$ cat src/rtl/uart_rx_capture.sv
// uart_rx_capture
//   UART receiver (8N1, LSB first) that converts a serial console stream into
//   a byte stream behind a first-word fall-through FIFO with valid/ready.
//   Stop-bit errors and FIFO overflow are reported as sticky flags.
//
// Ports
//   clk          system clock
//   rst_n        synchronous active-low reset
//   i_rx         serial line, idles high, asynchronous to clk
//   o_data       byte at the FIFO head (0 while empty)
//   o_valid      FIFO not empty
//   i_ready      consumer takes o_data when o_valid & i_ready
//   o_count      FIFO occupancy, 0..FIFO_DEPTH
//   o_frame_err  sticky: stop bit sampled low
//   o_overflow   sticky: byte dropped because the FIFO was full
//   i_clr        one-cycle pulse clearing both sticky flags
//
// FSM states
//   state     | meaning
//   IDLE      | line idle, waiting for a falling edge on rx_s
//   START     | half-bit wait, then confirm the start bit is still low
//   DATA      | sample 8 data bits at mid-bit, LSB first
//   STOP      | sample stop bit; high pushes the byte, low flags framing error
//   WAIT_HIGH | after a bad stop, hold off until the line returns high
module uart_rx_capture #(
    parameter int CLK_DIV    = 217,
    parameter int FIFO_DEPTH = 16
) (
    input  logic                          clk,
    input  logic                          rst_n,
    input  logic                          i_rx,
    output logic [7:0]                    o_data,
    output logic                          o_valid,
    input  logic                          i_ready,
    output logic [$clog2(FIFO_DEPTH):0]   o_count,
    output logic                          o_frame_err,
    output logic                          o_overflow,
    input  logic                          i_clr
);

    localparam int AW = $clog2(FIFO_DEPTH);
    localparam int CW = AW + 1;
    localparam logic [15:0]   FULL_BIT = 16'(CLK_DIV - 1);
    localparam logic [15:0]   HALF_BIT = 16'(CLK_DIV / 2 - 1);
    localparam logic [CW-1:0] DEPTH_C  = CW'(FIFO_DEPTH);

    typedef enum logic [2:0] {
        IDLE,
        START,
        DATA,
        STOP,
        WAIT_HIGH
    } state_t;

    // Synchronizer and edge detect; preset high so reset looks like idle line
    logic sync1_q, rx_s_q, rx_prev_q;
    logic rx_fall;

    always_ff @(posedge clk) begin
        if (!rst_n) begin
            sync1_q   <= 1'b1;
            rx_s_q    <= 1'b1;
            rx_prev_q <= 1'b1;
        end else begin
            sync1_q   <= i_rx;
            rx_s_q    <= sync1_q;
            rx_prev_q <= rx_s_q;
        end
    end

    assign rx_fall = rx_prev_q & ~rx_s_q;

    // Receive FSM
    state_t      state_q;
    logic [15:0] timer_q;
    logic [2:0]  bit_idx_q;
    logic [7:0]  shift_q;
    logic        stop_sample;

    assign stop_sample = (state_q == STOP) && (timer_q == 16'd0);

    always_ff @(posedge clk) begin
        if (!rst_n) begin
            state_q   <= IDLE;
            timer_q   <= '0;
            bit_idx_q <= '0;
            shift_q   <= '0;
        end else begin
            case (state_q)
                IDLE: begin
                    if (rx_fall) begin
                        timer_q <= HALF_BIT;
                        state_q <= START;
                    end
                end
                START: begin
                    if (timer_q == 16'd0) begin
                        if (!rx_s_q) begin
                            timer_q   <= FULL_BIT;
                            bit_idx_q <= '0;
                            state_q   <= DATA;
                        end else begin
                            state_q <= IDLE;
                        end
                    end else begin
                        timer_q <= timer_q - 16'd1;
                    end
                end
                DATA: begin
                    if (timer_q == 16'd0) begin
                        shift_q <= {rx_s_q, shift_q[7:1]};
                        timer_q <= FULL_BIT;
                        if (bit_idx_q == 3'd7) begin
                            state_q <= STOP;
                        end else begin
                            bit_idx_q <= bit_idx_q + 3'd1;
                        end
                    end else begin
                        timer_q <= timer_q - 16'd1;
                    end
                end
                STOP: begin
                    if (timer_q == 16'd0) begin
                        state_q <= rx_s_q ? IDLE : WAIT_HIGH;
                    end else begin
                        timer_q <= timer_q - 16'd1;
                    end
                end
                WAIT_HIGH: begin
                    if (rx_s_q) begin
                        state_q <= IDLE;
                    end
                end
                default: state_q <= IDLE;
            endcase
        end
    end

    // Output FIFO
    logic [7:0]    mem_q [FIFO_DEPTH];
    logic [AW-1:0] wr_ptr_q, rd_ptr_q;
    logic [CW-1:0] count_q;
    logic          frame_err_q, overflow_q;
    logic          push_req, pop, full, wr_en;

    assign push_req = stop_sample & rx_s_q;
    assign pop      = o_valid & i_ready;
    assign full     = (count_q == DEPTH_C);
    // A pop in the same cycle frees the slot, so a full FIFO still accepts
    assign wr_en    = push_req & (~full | pop);

    always_ff @(posedge clk) begin
        if (wr_en) begin
            mem_q[wr_ptr_q] <= shift_q;
        end
    end

    always_ff @(posedge clk) begin
        if (!rst_n) begin
            wr_ptr_q    <= '0;
            rd_ptr_q    <= '0;
            count_q     <= '0;
            frame_err_q <= 1'b0;
            overflow_q  <= 1'b0;
        end else begin
            if (wr_en) begin
                wr_ptr_q <= wr_ptr_q + AW'(1);
            end
            if (pop) begin
                rd_ptr_q <= rd_ptr_q + AW'(1);
            end
            if (wr_en && !pop) begin
                count_q <= count_q + CW'(1);
            end else if (!wr_en && pop) begin
                count_q <= count_q - CW'(1);
            end
            // Set has priority over clear
            if (stop_sample && !rx_s_q) begin
                frame_err_q <= 1'b1;
            end else if (i_clr) begin
                frame_err_q <= 1'b0;
            end
            if (push_req && full && !pop) begin
                overflow_q <= 1'b1;
            end else if (i_clr) begin
                overflow_q <= 1'b0;
            end
        end
    end

    assign o_valid     = (count_q != '0);
    assign o_data      = o_valid ? mem_q[rd_ptr_q] : 8'h00;
    assign o_count     = count_q;
    assign o_frame_err = frame_err_q;
    assign o_overflow  = overflow_q;

endmodule

$ cat config.mk
export PLATFORM = sky130hd
export DESIGN_NAME = uart_rx_capture
export DESIGN_NICKNAME = d
export VERILOG_FILES = /design/src/rtl/uart_rx_capture.sv
export SDC_FILE = /design/constraint.sdc
export NUM_CORES = 1
export LEC_CHECK = 0
export BUFFER_PORTS_ARGS = -buffer_cell sky130_fd_sc_hd__clkbuf_2
export CAP_MARGIN = 10
export CORE_ASPECT_RATIO = 2
export CORE_MARGIN = 2
export CORE_UTILIZATION = 39
export CTS_BUF_LIST = sky130_fd_sc_hd__clkbuf_8
export DETAILED_ROUTE_END_ITERATION = 10
export HOLD_SLACK_MARGIN = 0.12
export PLACE_DENSITY = 0.53
export SETUP_SLACK_MARGIN = 0.05
export SYNTH_ARGS = -nofsm -noshare
export SYNTH_HDL_FRONTEND = slang
export SYNTH_SLANG_ARGS = --single-unit
$ cat constraint.sdc
create_clock -name clk -period 5.14 [get_ports clk]
set_clock_uncertainty 0.2 [all_clocks]
set_input_delay 1.028 -clock clk [delete_from_list [all_inputs] [get_ports clk]]
set_output_delay 1.028 -clock clk [all_outputs]
set_load 0.005 [all_outputs]
==> flow_metrics.py, run 1 <==
metrics = {
    "floorplanning": {
        "die_x_um": 103,
        "rows": 72,
        "dieArea_um2": 20600,
        "placeableCoreArea_um2": 19200,
        "start_util": 0.395,
        "io_pins": 21,
        "die_h_um": 201,
    },
    "yosys": {
        "netlist_area_um2": 7570,
        "syn_avg_cell_area_um2": 15.3,
        "synth_nets": 513,
        "async_reset_ff_frac": 0,
        "syn-instance-count": 495,
        "synth_top_area_frac": 0.508,
        "synth_edf_count": 128,
        "synthFlopType": "edfxtp_1",
        "ys.warnings.count": 0,
        "synth_area_leader_cell": "edfxtp_1",
        "ys_types": 53,
        "synth_seq_area_share": 0.645,
        "yosys-top-cells-area": "edfxtp_1 (51%), dfxtp_1 (14%), mux4_2 (12%)",
        "ys_ff_latch": 180,
    },
    "cells_and_area": {
        "multi_input_area_um2": 2550,
        "insertedDiodeCount": 0,
        "nFillCells": 1734,
        "final_util": 0.436,
        "register_area_um2": 4890,
        "area_growth_pct": 10.6,
        "layout_common_cells": "edfxtp_1 (128), dfxtp_1 (51), mux4_2 (40), nor2_1 (37)",
        "final_area_um2": 8370,
        "final_nets": 535,
        "mostFrequentLayoutCell": "edfxtp_1",
        "layout-drive-gt1-share": 0.217,
    },
    "drt": {
        "wl_per_cell_um": 19.2,
        "drtIter0Drc": 284,
        "firstDrtPassIters": 4,
        "viasPerCell": 5.11,
        "wl_um": 15200,
        "vias": 4035,
        "drc": 0,
        "detail-route-antenna-nets": 0,
    },
    "worst_setup_path": {
        "startpoint_type": "flip-flop",
        "critical_path_required_ps": 3910,
        "worst_ep_arrival_time_ps": 2480,
        "cp-end-kind": "primary output",
        "critPathKind": "flip-flop to primary output",
        "crit_fanout": 32,
    },
    "cts": {
        "htreeDepth": 4,
        "cts_buffers": 17,
        "post_cts_buffers": 0,
        "cts_tree": "done",
        "clock-sinks": 180,
        "clock_path_buffers": 2,
        "root_buffer": "clkbuf_8",
        "postCtsResizedCells": 0,
        "postCtsHoldBufs": 0,
        "cts.reportedPaths.clkPinSlew_ps": 90,
        "clk_latency_ps": 460,
    },
    "timing": {
        "setup_viol": 0,
        "min_period_over_period": 0.722,
        "fmax_ghz": 0.269,
        "rsz0062_at_grt": "false",
        "setup_tns_ps": 0,
        "tightest_slew_ps": 971,
        "report.final.slew_viol_count": 0,
        "timing.final.ws_setup_ps": 1430,
        "hold_viol_final": 0,
        "max-slew-margin-rel": 0.350,
        "whs_ps": 214,
        "min_period_ps": 3710,
    },
    "placement": {
        "dp_hpwl_um": 10900,
        "gp_congestion": 0.762,
        "place_ws_ps": 1250,
        "portBuffers": 20,
        "dpl_cell_area_um2": 7960,
    },
    "global_route": {
        "grt_max_degree": 44,
        "antenna_found_initial": 0,
        "grt_pass1_vias": 4355,
        "gr-total-overflow": 0,
        "grt.total_usage": 0.159,
        "grt_first_pass_wirelength_um": 23800,
    },
    "pwr": {
        "pwr-share-clk": 0.266,
        "ir_drop_uv": 258,
        "leakage_nw": 2.72,
        "swShare": 0.304,
        "p_int_w": 0.00256,
        "seqPwrFrac": 0.457,
        "p_switching_w": 0.00112,
        "powerDensity_nw_per_um2": 439,
        "pwr-share-comb": 0.277,
    },
    "flow_run": {
        "maxCapViolCount": 0,
    },
    "status": {
        "outcome": "completed",
    },
    "hold_path": {
        "worstHoldPathType": "flip-flop to flip-flop",
    },
}
## kinds of logic after synthesis
logic type / count (synthesis) / share of synthesized area
buf+inv: 33 / 0.0185
compound gates: 55 / 0.0509
fa+ha+maj: 13 / 0.0225
flops: 180 / 0.645
simple gates: 145 / 0.109
mux: 51 / 0.133
xor+xnor: 18 / 0.0208
## sequential cells by signal (all words and copies together), names as in the netlist, 3 cells and up, named ones only
signal	flops
shift_q	8
wr_ptr_q	4
state_q	3
rd_ptr_q	4
bit_idx_q	3
timer_q	16
o_count	5
mem_q	128
## path summary, 6_finish.rpt
| path | slack [ps] | depth (start not counted) | startpoint | endpoint |
|---|---|---|---|---|
| setup / recovery | 1430 | 5 | flip-flop | o_data[4] |
| hold / removal | 210 | 1 | sync1_q$_SDFF_PN1_ | rx_s_q$_SDFF_PN1_ |
| hold reg to reg | 210 | 1 | sync1_q$_SDFF_PN1_ | rx_s_q$_SDFF_PN1_ |
| setup reg to reg | 1610 | 13 | timer_q[0]$_SDFFE_PN0P_ | o_count[4]$_SDFFE_PN0P_ |
## layer usage
| layer | vias up | part of all wire | global-route usage | wire (µm) |
|---|---|---|---|---|
| met2 | 43 | 0.62 | 0.321 | 9440 |
| met4 | 0 | 0.011 | 0.0486 | 167 |
| met5 | - | 0 | 0 | 0 |
| met1 | 2056 | 0.35 | 0.152 | 5270 |
| met3 | 7 | 0.019 | 0.0292 | 287 |
| li1 | 1929 | - | - | - |
## per-stage QoR
step | instances | power (W)
3_5_place_dp | 757 | 0.00275
6_report | 789 | 0.00367
2_1_floorplan | 495 | 0.00247
4_1_cts | 789 | 0.00373
5_1_grt | 789 | 0.00389
3_3_place_gp | 757 | 0.00273
## power by group through the flow
| stage | Combinational, W | Sequential [W] | Clock, W |
|---|---|---|---|
| 6_report | 0.00102 | 0.00168 | 0.000977 |
| 5_1_grt | 0.00113 | 0.00169 | 0.00107 |
| 4_1_cts | 0.00104 | 0.00168 | 0.00101 |
| 3_5_place_dp | 0.00103 | 0.00171 | 0 |
| 3_3_place_gp | 0.00102 | 0.00171 | 0 |
| 2_1_floorplan | 0.000776 | 0.00169 | 0 |
## layout make-up
class | instances | share of cell area
Clock inverter | 14 | 0.0196
Tap cell | 259 | 0.0387
Clock buffer | 18 | 0.0296
Timing Repair Buffer | 27 | 0.0197
Sequential cell | 180 | 0.583
Multi-Input combinational cell | 282 | 0.305
Inverter | 9 | 0.00403
## cell usage after synthesis (4+ instances only)
| master | instances |
|---|---|
| o21a_1 | 4 |
| and2_1 | 19 |
| nor3_1 | 11 |
| clkbuf_1 | 13 |
| o21ai_0 | 13 |
| or3_1 | 5 |
| a21boi_0 | 6 |
| mux4_2 | 40 |
| nor2b_1 | 12 |
| nor2_1 | 37 |
| inv_1 | 9 |
| nand2b_1 | 11 |
| edfxtp_1 | 128 |
| o211ai_1 | 5 |
| ha_1 | 12 |
| nand2_1 | 20 |
| xor2_1 | 14 |
| nand3_1 | 7 |
| buf_2 | 6 |
| dfxtp_1 | 52 |
| xnor2_1 | 4 |
| mux2i_1 | 11 |
| a21oi_1 | 9 |
## critical path, stage by stage (launching register included)
cell and delay (ps):
dfxtp_2 350, buf_12 260, mux4_2 560, mux4_2 530, and2_1 180, clkbuf_2 110
(Power assumes the default switching activity.)
==> run 2, diff against run 1 <==
clock period = 3.65 ns   (was 5.14 ns; I/O delays follow)
==> run 2 against run 1 <==
Setup slack lost 1200 ps. Final cell count rose by 1.9%. Power rose by 45%. Count of clock-buffer cells in the layout down 1. Core utilization is 0.74 points higher. Critical endpoint unchanged.
==> flow_metrics.py, run 2 (synthesized netlist as in run 1, its figures left out) <==
metrics = {
    "floorplanning": {
        "rows": 72,
        "io_pins": 21,
        "die_h_um": 201,
        "placeableCoreArea_um2": 19200,
        "die_x_um": 103,
        "dieArea_um2": 20600,
        "start_util": 0.395,
    },
    "cts": {
        "cts.reportedPaths.clkPinSlew_ps": 90,
        "htreeDepth": 4,
        "clk_latency_ps": 450,
        "postCtsResizedCells": 0,
        "post_cts_buffers": 0,
        "clock-sinks": 180,
        "root_buffer": "clkbuf_8",
        "clock_path_buffers": 2,
        "cts_tree": "done",
        "postCtsHoldBufs": 0,
        "cts_buffers": 17,
    },
    "pwr": {
        "swShare": 0.299,
        "finalPower_w": 0.00533,
        "powerDensity_nw_per_um2": 625,
        "p_switching_w": 0.00159,
        "pwr-share-comb": 0.273,
        "ir_drop_uv": 397,
        "p_int_w": 0.00373,
        "leakage_nw": 2.81,
        "seqPwrFrac": 0.444,
        "pwr-share-clk": 0.283,
    },
    "drt": {
        "wl_per_cell_um": 19.2,
        "detail-route-antenna-nets": 0,
        "drtIter0Drc": 268,
        "wl_um": 15400,
        "viasPerCell": 5.12,
        "drc": 0,
        "firstDrtPassIters": 6,
        "vias": 4119,
    },
    "worst_setup_path": {
        "critical_path_required_ps": 2720,
        "crit_fanout": 32,
        "critPathKind": "flip-flop to primary output",
        "r2r_start": "timer_q[0]$_SDFFE_PN0P_",
        "cp-end-kind": "primary output",
        "crit_family": "multiplexers",
        "path_cells": "buf_12, mux4_2, mux4_2, and2_1, clkbuf_2",
        "worst_path_most_repeated_cell": "mux4_2",
        "timing.reg2reg.worst_path_depth": 13,
        "r2r_slack_ps": 290,
        "timing.rr.end": "o_count[4]$_SDFFE_PN0P_",
        "cp_slowest_cell": "mux4_2",
        "max_stage_delay_ps": 590,
        "worst_ep_arrival_time_ps": 2490,
        "startpoint_type": "flip-flop",
        "path_buf_inv": 2,
    },
    "cells_and_area": {
        "final_nets": 550,
        "layout-drive-gt1-share": 0.237,
        "top_register": "mem_q",
        "layout_common_cells": "edfxtp_1 (128), dfxtp_1 (51), mux4_2 (40), nor2_1 (37), buf_4 (21)",
        "insertedDiodeCount": 0,
        "largest_reg_flops": 128,
        "area_growth_pct": 12.5,
        "mostFrequentLayoutCell": "edfxtp_1",
        "instances_no_fill": 804,
        "reg_top3": "mem_q (128), timer_q (16), shift_q (8)",
    },
    "status": {
        "outcome": "completed",
    },
    "hold_path": {
        "holdCritStartpoint": "sync1_q$_SDFF_PN1_",
        "worstHoldPathType": "flip-flop to flip-flop",
        "hold_depth": 1,
        "hold_end": "rx_s_q$_SDFF_PN1_",
    },
    "global_route": {
        "antenna_found_initial": 0,
        "gr-total-overflow": 0,
        "grt_first_pass_wirelength_um": 23900,
        "grt_pass1_vias": 4331,
        "grt_max_degree": 44,
        "grt.total_usage": 0.158,
    },
    "timing": {
        "rsz0062_at_grt": "false",
        "whs_ps": 212,
        "fmax_ghz": 0.293,
        "tightest_slew_ps": 749,
        "hold_viol_final": 0,
        "min_period_ps": 3420,
        "min_period_over_period": 0.936,
        "report.final.slew_viol_count": 0,
        "max-slew-margin-rel": 0.501,
        "setup_viol": 0,
        "setup_tns_ps": 0,
        "timing.final.ws_setup_ps": 234,
    },
    "placement": {
        "dp_hpwl_um": 11100,
        "gp_congestion": 0.757,
        "place_ws_ps": 257,
        "dp.cells": 772,
        "portBuffers": 20,
    },
    "flow_run": {
        "maxCapViolCount": 0,
    },
}
run 2: cell types whose count changed in the layout (fill, tap and decap cells not counted), sizes merged:
cell,before,now
buf,7,22
bufinv,3,5
clkbuf,38,37
clkinvlp,4,3
run 2: power by group through the flow:
| stage | clock network, W | registers, W | logic [W] |
|---|---|---|---|
| floorplan | 0 | 0.00238 | 0.00109 |
| detailed placement | 0 | 0.00241 | 0.00148 |
| global route | 0.00162 | 0.00238 | 0.00161 |
| global placement | 0 | 0.00240 | 0.00146 |
| CTS | 0.00155 | 0.00236 | 0.00148 |
| finish | 0.00151 | 0.00237 | 0.00145 |
run 2: area by class of cell:
class | count | area, µm²
Inverter | 9 | 33.8
Tap cell | 259 | 324
Sequential cell | 180 | 4890
Fill cell | 1706 | 10700
Timing Repair Buffer | 42 | 278
Multi-Input combinational cell | 282 | 2550
Clock buffer | 17 | 234
Clock inverter | 15 | 213
run 2: through the flow:
stage | instance area (µm²) | util
6_report | 8520 | 0.444
5_1_grt | 8520 | 0.444
4_1_cts | 8520 | 0.444
3_5_place_dp | 8070 | 0.421
3_3_place_gp | 8070 | 0.421
2_1_floorplan | 7570 | -
run 2: routing by layer:
layer  part of all wire  GRT usage
met1               0.35      0.152
met2               0.61      0.313
met3              0.017     0.0230
met4              0.024     0.0681
met5                  0          0
run 2: how the worst max path moves through the flow:
stage | endpoint | cells after the start
floorplan | o_count[4]$_SDFFE_PN0P_ | 13
global placement | o_count[4]$_SDFFE_PN0P_ | 11
detailed placement | o_count[4]$_SDFFE_PN0P_ | 11
CTS | o_data[4] | 5
global route | o_count[4]$_SDFFE_PN0P_ | 13
finish | o_data[4] | 5
